$ cat src/rtl/stream_output_handler.sv
// stream_output_handler: packs hit and end-of-query records two per 128-bit word
// into a first-word-fall-through FIFO drained by the host over a valid/ready port.
module stream_output_handler #(
  parameter int NUM_PES      = 64,
  parameter int WIDTH        = 10,
  parameter int FIFO_DEPTH   = 16,
  parameter int FLUSH_CYCLES = 256
) (
  input  logic             clk,
  input  logic             rst,
  input  logic             hit_valid,
  output logic             hit_rdy,
  input  logic [15:0]      hit_query_id,
  input  logic [24:0]      hit_ref_block,
  input  logic [6:0]       hit_pe_idx,
  input  logic [WIDTH-1:0] hit_score,
  input  logic             eoq_valid,
  output logic             eoq_rdy,
  input  logic [15:0]      eoq_query_id,
  output logic             so_valid,
  output logic [127:0]     so_data,
  input  logic             so_rdy,
  output logic [31:0]      words_sent
);
  localparam int PW = $clog2(FIFO_DEPTH);
  localparam int TW = $clog2(FLUSH_CYCLES + 1);
  logic [127:0]  mem_q [FIFO_DEPTH];
  logic [PW-1:0] wr_ptr_q, wr_ptr_d, rd_ptr_q, rd_ptr_d;
  logic [PW:0]   count_q, count_d;
  logic          full_q, full_d, lo_valid_q, lo_valid_d;
  logic [63:0]   lo_q, lo_d, hit_rec, eoq_rec;
  logic [TW-1:0] timer_q, timer_d;
  logic [31:0]   words_sent_q, words_sent_d;
  logic          hit_acc, eoq_acc, flush, push, pop, empty, timer_done;
  logic [127:0]  push_data;
  assign empty      = count_q == '0;
  assign hit_rdy    = rst & ~full_q;
  assign eoq_rdy    = rst & ~full_q & ~hit_valid;
  assign hit_acc    = hit_valid & hit_rdy;
  assign eoq_acc    = eoq_valid & eoq_rdy;
  assign timer_done = timer_q == TW'(FLUSH_CYCLES - 1);
  // an accepted record always pairs with lo, so it supersedes a due flush
  assign flush      = rst & lo_valid_q & ~hit_acc & ~eoq_acc & ~full_q & timer_done;
  assign push       = (hit_acc & lo_valid_q) | eoq_acc | flush;
  assign so_valid   = ~empty;
  assign pop        = so_valid & so_rdy;
  assign so_data    = empty ? '0 : mem_q[rd_ptr_q];
  assign words_sent = words_sent_q;
  assign hit_rec    = {2'b01, hit_query_id, hit_ref_block, hit_pe_idx, 14'(hit_score)};
  assign eoq_rec    = {2'b10, eoq_query_id, 46'd0};
  always_comb begin
    push_data    = hit_acc ? {hit_rec, lo_q}
                 : eoq_acc ? (lo_valid_q ? {eoq_rec, lo_q} : {64'd0, eoq_rec})
                 : {64'd0, lo_q};
    lo_d         = (hit_acc & ~lo_valid_q) ? hit_rec : lo_q;
    lo_valid_d   = hit_acc ? ~lo_valid_q : (eoq_acc | flush) ? 1'b0 : lo_valid_q;
    timer_d      = (hit_acc | eoq_acc | flush | ~lo_valid_q) ? '0
                 : timer_done ? timer_q : timer_q + TW'(1);
    wr_ptr_d     = push ? wr_ptr_q + PW'(1) : wr_ptr_q;
    rd_ptr_d     = pop ? rd_ptr_q + PW'(1) : rd_ptr_q;
    count_d      = count_q + (PW+1)'(push) - (PW+1)'(pop);
    full_d       = count_d == (PW+1)'(FIFO_DEPTH);
    words_sent_d = words_sent_q + 32'(pop);
  end
  always_ff @(posedge clk) begin
    if (!rst) begin
      wr_ptr_q     <= '0;
      rd_ptr_q     <= '0;
      count_q      <= '0;
      full_q       <= 1'b0;
      lo_valid_q   <= 1'b0;
      lo_q         <= '0;
      timer_q      <= '0;
      words_sent_q <= '0;
    end else begin
      wr_ptr_q     <= wr_ptr_d;
      rd_ptr_q     <= rd_ptr_d;
      count_q      <= count_d;
      full_q       <= full_d;
      lo_valid_q   <= lo_valid_d;
      lo_q         <= lo_d;
      timer_q      <= timer_d;
      words_sent_q <= words_sent_d;
    end
  end
  always_ff @(posedge clk) begin
    if (push) mem_q[wr_ptr_q] <= push_data;
  end
  a_pe_range: assert property (@(posedge clk) disable iff (!rst)
    hit_valid |-> 32'(hit_pe_idx) < NUM_PES);
endmodule

$ cat config.mk
export PLATFORM = sky130hd
export DESIGN_NAME = stream_output_handler
export DESIGN_NICKNAME = d
export VERILOG_FILES = /design/src/rtl/stream_output_handler.sv
export SDC_FILE = /design/constraint.sdc
export NUM_CORES = 2
export LEC_CHECK = 0
export ABC_CLOCK_PERIOD_IN_PS = 13850
export CORE_MARGIN = 2
export CORE_UTILIZATION = 46
export CTS_BUF_LIST = sky130_fd_sc_hd__clkbuf_4 sky130_fd_sc_hd__clkbuf_8
export DETAILED_ROUTE_END_ITERATION = 8
export SETUP_SLACK_MARGIN = 0.2
export SKIP_CTS_REPAIR_TIMING = 1
export SLEW_MARGIN = 20
export SYNTH_ARGS = -nofsm -noshare
export SYNTH_HDL_FRONTEND = slang
export SYNTH_SLANG_ARGS = --single-unit
$ cat constraint.sdc
create_clock -name clk -period 13.85 [get_ports clk]
set_input_delay 2.77 -clock clk [delete_from_list [all_inputs] [get_ports clk]]
set_output_delay 2.77 -clock clk [all_outputs]
set_load 0.02 [all_outputs]
==> results.ini <==
[power]
pwr-share-clk_pct = 33.6
p_int_mw = 11.3
p_sw_share_pct = 27.1
power.total_mw = 15.5
power.switching_mw = 4.19
comb_power_share_pct = 21.5
p_leak_nw = 28.0
peakVddDrop_mv = 0.150
share_seq_of_total_power_pct = 44.9
cellPowerDensity_nw_per_um2 = 172

[clock_tree]
clk_pin_slew_ps = 60
clkSinkCount = 2039
cts_buffers = 339
clock_latency_ps = 1050
root_buffer = clkbuf_8
htree_levels = 5
tritoncts = done
cts_buffer_depth = 4

[synth]
synth_edf_count = 1920
synth_warnings = 0
yosys.area.top_type = edfxtp_1
synthTopCellsByCount = 1920 x edfxtp_1, 480 x mux4_2, 245 x mux2i_1
ys_ff_latch = 2039
synth.most_common_cell = edfxtp_1
synthDistinctLibCells = 50
synthArstFlopShare_pct = 0
avgSynthCellArea_um2 = 21.4
synth_cells = 3662
yosys-top-cells-area = edfxtp_1 74%, mux4_2 14%, mux2i_1 3.1%
syn_area_um2 = 78200
synth_top_area_share_pct = 73.7
synth_seq_area_share_pct = 76.8
synth_flop_cell = edfxtp_1

[setup_path]
crit_slowest_cell = buf_4
crit_path_end_kind = output port
path_buf_inv = 3
ff2ff_setup_slack_ps = 9380
criticalPathCategory = flip-flop to output port
start_kind = flip-flop
slowest_delay_ps = 980
worstPathArrival_ps = 5410
crit_cells = 6
r2r_cells = 10
cp.required_ps = 11080
critPathTopFamily = buffers and inverters
worst-path-max-fanout = 73
crit_top_cell = buf_4
crit_chain = buf_4 -> buf_4 -> mux4_2 -> mux2i_1 -> o22ai_1 -> clkdlybuf4s50_1

[floorplan]
dieWidth_um = 416
initial_core_util_pct = 46.3
pin_count = 242
coreArea_um2 = 169000
rows = 151
dieArea_um2 = 173000
die_h_um = 416

[sta]
setup_violations = 0
skew_ps = 79.7
max_freq_mhz = 122
finalSetupTns_ps = 0
tightest_slew_ps = 1330
layout_min_cycle_time_ps = 8180
fin_crit_sh_pct = 59.1
hold_violations = 0
postLayoutSetupSlackWorst_ps = 5670
drv_slew = 0
rsz0062_at_grt = no
slew_headroom_pct = 11.7

[global_route]
grt_max_degree = 151
antenna_found_initial = 16
track_usage_pct = 22.9
grt_overflow_total = 0
grt_pass1_wl_um = 283000
grt_pass1_vias = 39800

[final_layout]
multi_input_area_um2 = 17300
nNetsFinal = 4185
final_util_pct = 53.1
syn_to_final_growth_pct = 14.9
fin_cells = 6567
regArea_um2 = 60000
nFillCells = 13100
drive_gt1_share_pct = 26.0

[run]
drv_cap = 0

[route]
avgRoutedWirePerCell_um = 30.2
drc_errors = 0
first_iter_violations = 3645
num_vias = 38400
routed_wirelength_um = 198000
dr.pass1.iters = 7
antenna_left = 0
vias_per_cell = 5.84

[placed_design]
place_congestion = 0.764
port_buffers = 233
preCtsSetupSlack_ps = 6320
dp_cells = 5966
hpwl_um = 102000

[worst_hold_path]
min_path_type = flip-flop to flip-flop
whs_path_depth = 2

[status]
status = finished clean

layout make-up:
class	instances	area share [%]
timing repair buffer	299	3.35
antenna	13	0.0362
clock buffer	489	6.65
multi-input combinational	1395	19.3
sequential	2039	66.8
clock inverter	98	0.689
tap	2218	3.09
inverter	16	0.0682
path summary, 6_finish.rpt:
kind / end / startpoint
setup / recovery: so_data[17] / flip-flop
hold / removal: lo_q[62]$_SDFFE_PN0P_ / lo_q[62]$_SDFFE_PN0P_
setup reg to reg: mem_q[13][25]$_DFFE_PP_ / timer_q[0]$_SDFFE_PP0P_
hold reg to reg: lo_q[62]$_SDFFE_PN0P_ / lo_q[62]$_SDFFE_PN0P_
kinds of logic (layout without fill, tap and decap cells):
family	Yosys count	after routing	synth area share [%]
simple gates	361	361	2.32
mux	741	741	17.2
other cells	1	21	0.00479
fa+ha+maj	16	16	0.266
flops	2039	2039	76.8
buf+inv	235	902	1.30
xor+xnor	24	24	0.269
compound gates	245	245	1.90
power by group through the flow:
stage,Combinational (mW),Sequential (mW),Clock [mW]
after floorplan,2.22,7.03,0
after global placement,3.36,7.09,0
after detailed placement,3.37,7.10,0
after CTS,3.38,6.97,5.30
after global routing,3.54,6.95,5.57
final,3.33,6.94,5.20
metrics by stage:
stage	area, µm²	hold WS, ps
floorplan	78200	416
global placement	83200	440
detailed placement	83200	442
CTS	89800	452
global route	89800	467
finish	89900	451
state kept, by name, indices dropped and copies added (netlist names), named ones only:
signal / flops
count_q: 5
rd_ptr_q: 4
wr_ptr_q: 4
lo_valid_q: 1
full_q: 1
timer_q: 9
words_sent: 32
lo_q: 59
mem_q: 1920
cells in the final DEF, fill, tap and decap left out, types with 9 or more instances in the layout:
cell type and instances:
clkbuf_4 121, o31ai_1 9, nor2b_1 44, mux2_2 16, clkbuf_8 368, o22ai_1 120, nor2_1 28, dfxtp_1 116
buf_4 52, a22o_1 16, o21ai_0 10, clkinv_1 54, or3_1 12, xnor2_1 12, diode_2 13, nor2_4 13
clkinv_2 30, xor2_1 12, inv_1 15, nand3_1 14, clkdlybuf4s50_1 233, mux2i_1 245, and2_1 47, a21oi_1 81
or4_1 11, ha_1 15, buf_12 13, nand2_1 143, mux4_2 480, edfxtp_1 1920
tightest hold or removal path: stages, from the launching register on:
cell	delay (ps)
dfxtp_1	320
nand2_1	50
nand2_1	40
metal layers:
| layer | up-vias | global-route usage, % | routed length, µm |
|---|---|---|---|
| met4 | 4 | 7.24 | 5580 |
| met2 | 1337 | 37.8 | 98200 |
| met1 | 20600 | 31.2 | 82400 |
| met3 | 277 | 4.30 | 11900 |
| li1 | 16100 | - | - |
| met5 | - | 0 | 27 |
Note: power is estimated with default switching activity, not from simulation.
